File: src/rtl/alu_pkg.sv
// Shared ALU opcode, FSM state and width definitions for the ALU request arbiter.
package alu_pkg;

  localparam int ALUOP_W = 3;

  typedef enum logic [ALUOP_W-1:0] {
    ALU_NOP = 3'b000,
    ALU_ADD = 3'b001,
    ALU_SUB = 3'b010,
    ALU_AND = 3'b011,
    ALU_OR  = 3'b100,
    ALU_SLT = 3'b101
  } alu_op_e;

  typedef enum logic [1:0] {
    IDLE = 2'd0,
    EXEC = 2'd1,
    RESP = 2'd2
  } state_e;

endpackage

File: src/rtl/alu_req_arbiter_if.sv
// Request/response channels, ALU drive and status of the ALU request arbiter.
interface alu_req_arbiter_if #(
  parameter int NREQ = 2,
  parameter int DW   = 32,
  parameter int CW   = 16
) ();
  logic [NREQ-1:0]                  req_valid;
  logic [NREQ-1:0]                  req_ready;
  logic [NREQ*DW-1:0]               req_a;
  logic [NREQ*DW-1:0]               req_b;
  logic [NREQ*alu_pkg::ALUOP_W-1:0] req_op;
  logic [DW-1:0]                    alu_a;
  logic [DW-1:0]                    alu_b;
  logic [alu_pkg::ALUOP_W-1:0]      alu_op;
  logic [DW-1:0]                    alu_c;
  logic                             alu_zero;
  logic [NREQ-1:0]                  rsp_valid;
  logic [NREQ-1:0]                  rsp_ready;
  logic [DW-1:0]                    rsp_result;
  logic                             rsp_zero;
  logic                             busy;
  logic [CW-1:0]                    op_count;

  // Arbiter side
  modport slave (
    input  req_valid, req_a, req_b, req_op, alu_c, alu_zero, rsp_ready,
    output req_ready, alu_a, alu_b, alu_op, rsp_valid, rsp_result, rsp_zero,
           busy, op_count
  );

  // Requester / ALU side
  modport master (
    output req_valid, req_a, req_b, req_op, alu_c, alu_zero, rsp_ready,
    input  req_ready, alu_a, alu_b, alu_op, rsp_valid, rsp_result, rsp_zero,
           busy, op_count
  );
endinterface

File: src/rtl/alu_req_arbiter_rr_pick.sv
// Combinational round-robin selector: first set request after i_last, wrapping.
module rr_pick #(
  parameter int NREQ = 2,
  parameter int IW   = 1
) (
  input  logic [NREQ-1:0] i_req,
  input  logic [IW-1:0]   i_last,
  output logic [NREQ-1:0] o_gnt,
  output logic [IW-1:0]   o_idx
);

  always_comb begin
    logic w_found;
    w_found = 1'b0;
    o_gnt   = '0;
    o_idx   = '0;
    for (int k = 1; k <= NREQ; k++) begin
      if (!w_found && i_req[(int'(i_last) + k) % NREQ]) begin
        w_found                           = 1'b1;
        o_gnt[(int'(i_last) + k) % NREQ]  = 1'b1;
        o_idx                             = IW'((int'(i_last) + k) % NREQ);
      end
    end
  end

endmodule

File: src/rtl/alu_req_arbiter.sv
// Round-robin sharing of one combinational ALU: accept, execute one cycle, hold response.
module alu_req_arbiter
  import alu_pkg::*;
#(
  parameter int NREQ = 2,
  parameter int DW   = 32,
  parameter int CW   = 16
) (
  input logic              clk,
  input logic              rst,
  alu_req_arbiter_if.slave bus
);

  localparam int IW = (NREQ > 1) ? $clog2(NREQ) : 1;

  state_e              r_state, w_next;
  logic [IW-1:0]       r_last, r_gidx, w_idx;
  logic [NREQ-1:0]     w_gnt, w_req_ready, w_rsp_valid;
  logic                w_accept, w_done;
  logic [DW-1:0]       r_a, r_b, r_result;
  logic [ALUOP_W-1:0]  r_op;
  logic                r_zero;
  logic [CW-1:0]       r_cnt;

  rr_pick #(.NREQ(NREQ), .IW(IW)) u_pick (
    .i_req  (bus.req_valid),
    .i_last (r_last),
    .o_gnt  (w_gnt),
    .o_idx  (w_idx)
  );

  always_ff @(posedge clk or posedge rst) begin
    if (rst) r_state <= IDLE;
    else     r_state <= w_next;
  end

  // req_ready is gated by rst so nothing is advertised while reset is held
  always_comb begin
    w_next      = r_state;
    w_accept    = 1'b0;
    w_done      = 1'b0;
    w_req_ready = '0;
    w_rsp_valid = '0;
    case (r_state)
      IDLE: begin
        if (|bus.req_valid && !rst) begin
          w_accept    = 1'b1;
          w_req_ready = w_gnt;
          w_next      = EXEC;
        end
      end
      EXEC: w_next = RESP;
      RESP: begin
        w_rsp_valid = NREQ'(1) << r_gidx;
        if (bus.rsp_ready[r_gidx]) begin
          w_done = 1'b1;
          w_next = IDLE;
        end
      end
      default: w_next = IDLE;
    endcase
  end

  always_ff @(posedge clk or posedge rst) begin
    if (rst) begin
      r_a      <= '0;
      r_b      <= '0;
      r_op     <= ALU_NOP;
      r_gidx   <= '0;
      r_last   <= IW'(NREQ - 1);
      r_result <= '0;
      r_zero   <= 1'b0;
      r_cnt    <= '0;
    end else begin
      if (w_accept) begin
        r_a    <= bus.req_a[int'(w_idx)*DW +: DW];
        r_b    <= bus.req_b[int'(w_idx)*DW +: DW];
        r_op   <= bus.req_op[int'(w_idx)*ALUOP_W +: ALUOP_W];
        r_gidx <= w_idx;
        r_last <= w_idx;
      end
      if (r_state == EXEC) begin
        r_result <= bus.alu_c;
        r_zero   <= bus.alu_zero;
      end
      if (w_done) r_cnt <= r_cnt + 1'b1;
    end
  end

  assign bus.req_ready  = w_req_ready;
  assign bus.rsp_valid  = w_rsp_valid;
  assign bus.alu_a      = r_a;
  assign bus.alu_b      = r_b;
  assign bus.alu_op     = r_op;
  assign bus.rsp_result = r_result;
  assign bus.rsp_zero   = r_zero;
  assign bus.busy       = (r_state != IDLE);
  assign bus.op_count   = r_cnt;

endmodule

File: src/flat_wrapper.sv
// flat-port wrapper written by rule: the top's interface ports become plain ports
module alu_req_arbiter_flat import alu_pkg::*;
#(
  parameter int NREQ = 2,
  parameter int DW   = 32,
  parameter int CW   = 16
)
  (clk, rst, bus_req_valid, bus_req_a, bus_req_b, bus_req_op, bus_alu_c, bus_alu_zero, bus_rsp_ready, bus_req_ready, bus_alu_a, bus_alu_b, bus_alu_op, bus_rsp_valid, bus_rsp_result, bus_rsp_zero, bus_busy, bus_op_count);
  alu_req_arbiter_if #(.NREQ(NREQ), .DW(DW), .CW(CW)) bus_i ();
  input logic clk;
  input logic rst;
  input wire logic [$bits(bus_i.req_valid)-1:0] bus_req_valid;
  input wire logic [$bits(bus_i.req_a)-1:0] bus_req_a;
  input wire logic [$bits(bus_i.req_b)-1:0] bus_req_b;
  input wire logic [$bits(bus_i.req_op)-1:0] bus_req_op;
  input wire logic [$bits(bus_i.alu_c)-1:0] bus_alu_c;
  input wire logic [$bits(bus_i.alu_zero)-1:0] bus_alu_zero;
  input wire logic [$bits(bus_i.rsp_ready)-1:0] bus_rsp_ready;
  output wire logic [$bits(bus_i.req_ready)-1:0] bus_req_ready;
  output wire logic [$bits(bus_i.alu_a)-1:0] bus_alu_a;
  output wire logic [$bits(bus_i.alu_b)-1:0] bus_alu_b;
  output wire logic [$bits(bus_i.alu_op)-1:0] bus_alu_op;
  output wire logic [$bits(bus_i.rsp_valid)-1:0] bus_rsp_valid;
  output wire logic [$bits(bus_i.rsp_result)-1:0] bus_rsp_result;
  output wire logic [$bits(bus_i.rsp_zero)-1:0] bus_rsp_zero;
  output wire logic [$bits(bus_i.busy)-1:0] bus_busy;
  output wire logic [$bits(bus_i.op_count)-1:0] bus_op_count;
  assign bus_i.req_valid = bus_req_valid;
  assign bus_i.req_a = bus_req_a;
  assign bus_i.req_b = bus_req_b;
  assign bus_i.req_op = bus_req_op;
  assign bus_i.alu_c = bus_alu_c;
  assign bus_i.alu_zero = bus_alu_zero;
  assign bus_i.rsp_ready = bus_rsp_ready;
  assign bus_req_ready = bus_i.req_ready;
  assign bus_alu_a = bus_i.alu_a;
  assign bus_alu_b = bus_i.alu_b;
  assign bus_alu_op = bus_i.alu_op;
  assign bus_rsp_valid = bus_i.rsp_valid;
  assign bus_rsp_result = bus_i.rsp_result;
  assign bus_rsp_zero = bus_i.rsp_zero;
  assign bus_busy = bus_i.busy;
  assign bus_op_count = bus_i.op_count;
  alu_req_arbiter #(.NREQ(NREQ), .DW(DW), .CW(CW)) u_core (.clk(clk), .rst(rst), .bus(bus_i));
endmodule
File: config.mk
export PLATFORM = sky130hd
export DESIGN_NAME = alu_req_arbiter_flat
export DESIGN_NICKNAME = d
export VERILOG_FILES = /design/src/rtl/alu_pkg.sv /design/src/rtl/alu_req_arbiter_if.sv /design/src/rtl/alu_req_arbiter_rr_pick.sv /design/src/rtl/alu_req_arbiter.sv /design/src/flat_wrapper.sv
export SDC_FILE = /design/constraint.sdc
export NUM_CORES = 1
export LEC_CHECK = 0
export CAP_MARGIN = 30
export CORE_ASPECT_RATIO = 1.2
export CORE_UTILIZATION = 39
export CTS_CLUSTER_DIAMETER = 120
export DETAILED_ROUTE_END_ITERATION = 6
export HOLD_SLACK_MARGIN = 0.06
export PLACE_DENSITY_LB_ADDON = 0.05
export SYNTH_ARGS = -nofsm -noshare
export SYNTH_HDL_FRONTEND = slang
export SYNTH_SLANG_ARGS = --single-unit
export TNS_END_PERCENT = 50
File: constraint.sdc
create_clock -name clk -period 5.85 [get_ports clk]
set_clock_uncertainty 0.2 [all_clocks]
set_input_delay 1.17 -clock clk [delete_from_list [all_inputs] [get_ports clk]]
set_output_delay 1.17 -clock clk [all_outputs]
set_load 0.05 [all_outputs]
==> reports/metrics.csv, run 1 <==
stage,metric,value,unit
run_status,outcome,completed,
clocking,clock tree root driver cell,clkbuf_16,
synth,Netlist cell types,33,
critical_path,CP max stage cell,clkdlybuf4s50_1,
final_layout,final net count,906,
synth,#FFs+latches synth,120,
power,sequential share of power,0.266,
synth,compound-cell area share of the yosys netlist,0.0700,
critical_path,"Data required, critical path",4.48,ns
global_routing,number of global-route vias before repair,4444,
timing,measured slew at the worst slew-check pin,0.975,ns
critical_path,Most common cell on crit path,clkdlybuf4s50_1,
synth,syn nets,615,
critical_path,Critical Path AT,3.35,ns
drt,vias,4335,
drt,Via density,4.76,
timing,Final Hold Viols,0,
power,internal power,2.89,mW
power,leak pwr,3.86,nW
synth,Yosys top cell by area,dfrtp_1,
floorplanning,CORE AREA,12800,um2
final_layout,ratio of cells with drive above 1 in the final layout,0.110,
floorplanning,Initial Util,0.405,
timing,Max Slew Vio Count,0,
drt,Final ANT Viol Nets,0,
global_routing,gr usage total,0.213,
clocking,Clock Latency Late Sink,0.40,ns
timing,f_max,212,MHz
synth,xor/xnor cell area share of the yosys netlist,0.0253,
synth,ys async rst share,1.00,
drt,Detailed Route Iter0 Violations,122,
floorplanning,Die Span X,107,um
critical_path,FF-to-FF path depth,5,
synth,main combinational cell family by area after synthesis,multiplexers,
power,clock group share of total power,0.201,
timing,minimum clock period,4.72,ns
timing,Tcrit/Tclk final,0.807,
floorplanning,Rows,45,
timing,Setup TNS,0,ns
synth,Post-Syn Area,5200,um2
critical_path,instance count on the critical path,6,
synth,post-synthesis adder-cell area fraction,0.00241,
synth,mux cell area share after synthesis,0.207,
final_layout,post-layout util,0.693,
placed_design,DPL Wire Length,11300,um
synth,synthesized area per cell,11.8,um2
synth,synth top area cells,"dfrtp_1, mux2i_1, mux2_2",
clocking,Inserted Clock Buffers,17,
global_routing,initial antenna violation count,1,
power,Sw Pwr,2.43,mW
floorplanning,DIE HEIGHT,128,um
synth,yosys warns,0,
power,Tot Pwr,5.32,mW
floorplanning,I/O pin cnt,294,
power,combinational share of power,0.533,
power,Max rail drop VDD,0.325,mV
min_path,beginning of the worst hold path,u_core.bus.alu_a[18]$_DFFE_PP0P_,
clocking,clk sinks,120,
clocking,post-CTS resize count,0,
critical_path,"slowest stage delay, CP",0.82,ns
clocking,Hold Buf Count CTS,0,
critical_path,Crit. Startpoint,bus_req_valid[0],
power,Sw Share,0.457,
clocking,Post CTS Setup Buffer Count,0,
global_routing,first-pass GRT wire length,22100,um
drt,drt first pass iters,4,
synth,top-count cell post-synth,dfrtp_1,
drt,routed len/inst,15.8,um
min_path,Hold Path Class,flop to flop,
drt,DRT Wirelength,14400,um
critical_path,R2R Setup Slk,3.47,ns
drt,Residual DRC,0,
critical_path,Crit Reg-Reg Endpoint,u_core.bus.alu_a[15]$_DFFE_PP0P_,
global_routing,total grt overflow,0,
synth,sequential-to-total area share from yosys stat,0.578,
floorplanning,full die area,13800,um2
placed_design,dpl cell area,8270,um2
final_layout,synthesis-to-finish area growth,71.1,%
critical_path,Worst setup EP type,output pin,
synth,Post-synth top cells,"dfrtp_1, nand2_1, mux2i_1",
critical_path,Worst setup SP type,input pin,
power,power per cell area,598,nW/um2
job,Max Cap Viol,0,
timing,worst relative slew slack,0.350,
timing,setup violators final,0,
clocking,CTS H-tree lvls,4,
critical_path,Setup CP Type,input pin to output pin,
placed_design,gpl congestion,0.801,
placed_design,IO buf count,293,
clocking,Max Root-Sink Buffers,2,
clocking,Worst-path clk slew,0.05,ns
clocking,CTS tree,done,
synth,Post-synth EDFFs,0,
critical_path,CP bufs+invs,3,
critical_path,crit path capture,bus_req_ready[1],
synth,Yosys top cell area share,0.573,
critical_path,Max Fanout on Critical Path,20,
critical_path,FF-to-FF Start,u_core.r_last$_DFFE_PP1P_,
timing,RSZ-0062 raised after global routing,no,
final_layout,post-route cell area,8900,um2
synth,Most used DFF post-synth,dfrtp_1,
global_routing,largest net degree at the start of global routing,120,
synth,Syn Inst Count,441,
critical_path,"CP delay by family, top",buffers and inverters,
synth,simple-gate share of the synthesized area,0.0881,
critical_path,"Critical Path, Cell by Cell",clkdlybuf4s50_1 -> nor2_1 -> or3_4 -> inv_1 -> and2_1 -> clkdlybuf4s50_1,
[worst reg2reg max path, stage by stage (launching register included)]
cell      delay [ns]
dfstp_2         0.38
a21boi_4        0.13
buf_4           0.28
buf_4           0.73
mux2i_1         0.37
o21ai_0         0.12
[power groups by stage]
stage          sequential [mW]  clock (mW)  combinational, mW
3_3_place_gp              1.41           0               2.83
4_1_cts                   1.42        1.09               2.87
5_1_grt                   1.47        1.13               2.98
3_5_place_dp              1.43           0               2.86
6_report                  1.42        1.07               2.83
2_1_floorplan             2.65           0              0.591
[per-layer routing]
layer	track usage	share of wire
met1	0.214	0.35
met2	0.386	0.53
met3	0.0861	0.098
met4	0.0975	0.025
met5	0	0
[metrics by stage]
stage / instances / hold WS, ns / worst slack, ns
2_1_floorplan: 441 / 0.292 / 1.30
3_3_place_gp: 876 / 0.261 / 1.16
3_5_place_dp: 877 / 0.270 / 1.13
4_1_cts: 909 / 0.282 / 1.12
6_report: 910 / 0.275 / 1.13
5_1_grt: 910 / 0.302 / 1.07
[worst min path at each step]
stage | endpoint | slack, ns | cells past startpoint
finish | u_core.bus.alu_a[18]$_DFFE_PP0P_ | 0.27 | 2
detailed placement | u_core.bus.alu_a[25]$_DFFE_PP0P_ | 0.27 | 2
CTS | u_core.bus.alu_b[21]$_DFFE_PP0P_ | 0.28 | 2
global route | u_core.bus.alu_a[25]$_DFFE_PP0P_ | 0.30 | 2
floorplan | u_core.r_last$_DFFE_PP1P_ | 0.29 | 1
global placement | u_core.bus.alu_a[26]$_DFFE_PP0P_ | 0.26 | 2
[area by class of cell]
| cell class | instances | area [um2] |
|---|---|---|
| diodes | 1 | 2.50 |
| clock buffers | 19 | 453 |
| clock inverters | 13 | 168 |
| fillers | 996 | 3940 |
| inverters | 2 | 10.0 |
| multi-input cells | 292 | 2060 |
| flip-flops and latches | 120 | 3000 |
| well taps | 164 | 205 |
| repair buffers | 299 | 3000 |
[sequential cells by signal, summed over array words and instances (netlist names)]
signal,count
u_core.bus.op_count,16
u_core.bus.alu_op,3
u_core.bus.rsp_zero,1
u_core.bus.rsp_result,32
u_core.bus.alu_b,32
u_core.r_gidx,1
u_core.r_last,1
u_core.bus.alu_a,32
u_core.r_state,2
[kinds of logic after synthesis]
kind of cell | after synthesis
AO/OA/AOI/OAI | 71
XOR/XNOR | 15
adder cells (fa/ha/maj) | 1
buffers and inverters | 29
flip-flops | 120
multiplexers | 103
AND/OR/NAND/NOR | 102
[placed cells by master (no fill, tap or decap), types with 6 or more instances in the layout]
cell	synthesis	routed
dfrtp_1	119	119
mux2_2	35	35
xor2_1	6	6
mux2i_1	68	68
clkdlybuf4s50_1	0	293
nor2_1	6	6
xnor2_1	9	9
clkbuf_16	0	17
nand2_1	72	72
o21ai_0	64	64
No activity file was read; power rests on OpenSTA's default activity.
==> inputs of run 2 (changes only) <==
==> constraint.sdc (replaced) <==
create_clock -name clk -period 4.9 [get_ports clk]
set_clock_uncertainty 0.2 [all_clocks]
set_input_delay 0.98 -clock clk [delete_from_list [all_inputs] [get_ports clk]]
set_output_delay 0.98 -clock clk [all_outputs]
set_load 0.05 [all_outputs]
==> run 2 against run 1 <==
Compared with the run above: final cell count is the same; worst setup slack lost 0.41 ns; critical path type unchanged; total power grew 19%; clock-buffer cell count shrank 1; clock power grew 18%; largest power group unchanged; highest routed layer unchanged.
==> reports/metrics.csv, run 2 (synthesis results as in run 1) <==
stage,metric,value,unit,change
run_status,outcome,completed,,
timing,worst relative slew slack,0.353,,+0.00228
power,Tot Pwr,6.35,mW,+19%
critical_path,Worst setup EP type,output pin,,
placed_design,placed cells,878,,+0.11%
final_layout,synthesis-to-finish area growth,70.6,%,
clocking,Worst-path clk slew,0.05,ns,about the same
job,Max Cap Viol,0,,unchanged
critical_path,Worst setup SP type,input pin,,
clocking,clock tree root driver cell,clkbuf_16,,
global_routing,number of global-route vias before repair,4349,,-2.1%
drt,Detailed Route Iter0 Violations,151,,+24%
final_layout,Ant. Diodes,0,,-1
power,internal power,3.43,mW,+19%
global_routing,gr usage total,0.216,,+0.00248
clocking,CTS tree,done,,
critical_path,Critical Path AT,3.00,ns,-0.35 ns
timing,Setup TNS,0,ns,unchanged
clocking,Max Root-Sink Buffers,2,,unchanged
critical_path,Setup CP Type,input pin to output pin,,
timing,f_max,239,MHz,
floorplanning,Rows,45,,unchanged
floorplanning,Die Span X,107,um,unchanged
clocking,Post CTS Setup Buffer Count,0,,unchanged
power,combinational share of power,0.535,,+0.002
floorplanning,Initial Util,0.405,,unchanged
final_layout,ratio of cells with drive above 1 in the final layout,0.113,,+0.00253
placed_design,gpl congestion,0.804,,+0.40%
critical_path,Crit. Startpoint,bus_req_valid[0],,
timing,fin worst setup slack,0.716,ns,-0.413 ns
placed_design,dpl cell area,8260,um2,-0.18%
power,Max rail drop VDD,0.389,mV,+19%
global_routing,initial antenna violation count,0,,-1
clocking,Hold Buf Count CTS,0,,unchanged
final_layout,most frequent cells in the layout,"clkdlybuf4s50_1, dfrtp_1, nand2_1",,
critical_path,R2R Setup Slk,2.48,ns,-0.99 ns
timing,minimum clock period,4.18,ns,
critical_path,Max Fanout on Critical Path,2,,-90%
clocking,clk sinks,120,,unchanged
drt,vias,4350,,+0.35%
placed_design,IO buf count,293,,unchanged
final_layout,"most common cell after layout, fill and taps aside",clkdlybuf4s50_1,,
power,power per cell area,715,nW/um2,+20%
drt,Residual DRC,0,,unchanged
final_layout,final std cells w/o fill,910,,unchanged
power,sequential share of power,0.266,,about the same
min_path,beginning of the worst hold path,u_core.bus.alu_a[22]$_DFFE_PP0P_,,
global_routing,first-pass GRT wire length,22400,um,+1.4%
global_routing,largest net degree at the start of global routing,118,,-1.7%
placed_design,DPL Wire Length,11200,um,-0.36%
clocking,Clock Latency Late Sink,0.40,ns,about the same
clocking,post-CTS resize count,0,,unchanged
floorplanning,full die area,13800,um2,unchanged
timing,Final Hold Viols,0,,unchanged
clocking,Inserted Clock Buffers,17,,unchanged
timing,Max Slew Vio Count,0,,unchanged
timing,measured slew at the worst slew-check pin,0.971,ns,-0.00342 ns
floorplanning,I/O pin cnt,294,,unchanged
final_layout,filler instances,998,,+0.20%
drt,routed len/inst,16.2,um,+2.5%
power,Sw Share,0.459,,+0.00248
drt,DRT Wirelength,14800,um,+2.5%
drt,Final ANT Viol Nets,0,,unchanged
floorplanning,DIE HEIGHT,128,um,unchanged
critical_path,"Data required, critical path",3.72,ns,-0.76 ns
critical_path,FF-to-FF Start,u_core.r_state[0]$_DFFE_PP0P_,,
power,leak pwr,3.84,nW,-0.44%
floorplanning,CORE AREA,12800,um2,unchanged
min_path,Hold Path Class,flop to flop,,
final_layout,post-route cell area,8870,um2,-0.30%
final_layout,final net count,907,,+0.11%
drt,Via density,4.78,,+0.35%
drt,drt first pass iters,4,,unchanged
timing,Tcrit/Tclk final,0.854,,
timing,RSZ-0062 raised after global routing,no,,
global_routing,total grt overflow,0,,unchanged
power,Sw Pwr,2.91,mW,+20%
clocking,CTS H-tree lvls,4,,unchanged
placed_design,"worst slack, placed",0.725,ns,-0.405 ns
timing,setup violators final,0,,unchanged
power,clock group share of total power,0.199,,-0.002
[run 2: cell types whose count changed in the layout (fill, tap and decap cells not counted), sizes merged]
cell and delta:
clkinvlp +3, clkbuf -1, inv -1, clkdlybuf4s50 -1
clkinv -1, diode -1, buf +2
[run 2: stage by stage]
stage           util  hold WS [ns]
2_1_floorplan      -         0.292
3_3_place_gp   0.643         0.260
3_5_place_dp   0.643         0.269
4_1_cts        0.691         0.282
5_1_grt        0.691         0.297
6_report       0.691         0.277
[run 2: critical path, stage by stage]
cell,delay [ns]
clkdlybuf4s50_1,0.53
nor2_1,0.06
or3_4,0.37
nor2_1,0.19
clkdlybuf4s50_1,0.87
[run 2: area by class of cell]
type / instances / area (um2) / area share
flip-flops and latches: 120 / 3000 / 0.339
clock buffers: 18 / 439 / 0.0495
clock inverters: 14 / 173 / 0.0195
multi-input cells: 292 / 2060 / 0.232
inverters: 2 / 10.0 / 0.00113
repair buffers: 300 / 2980 / 0.336
well taps: 164 / 205 / 0.0231
[run 2: power by group through the flow]
stage / combinational (mW) / clock (mW) / sequential [mW]
finish: 3.39 / 1.26 / 1.69
global placement: 3.39 / 0 / 1.68
global route: 3.55 / 1.34 / 1.75
CTS: 3.43 / 1.29 / 1.69
detailed placement: 3.42 / 0 / 1.70
floorplan: 0.705 / 0 / 3.17
[run 2: metal layers]
layer	track usage	vias to the layer above	wire (um)
met5	0	-	0
met4	0.0701	0	183
met3	0.0952	14	1380
met2	0.392	190	7840
met1	0.221	2037	5360
li1	-	2109	-
[run 2: path summary, 6_finish.rpt]
path,to,cells after the start
worst max-delay path,bus_req_ready[0],5
worst min-delay path,u_core.bus.alu_a[22]$_DFFE_PP0P_,2
worst max register to register,u_core.bus.alu_b[23]$_DFFE_PP0P_,6
worst min register to register,u_core.bus.alu_a[22]$_DFFE_PP0P_,2
max in group asynchronous,u_core.bus.rsp_result[22]$_DFFE_PP0N_,3
min in group asynchronous,u_core.bus.rsp_result[5]$_DFFE_PP0N_,2
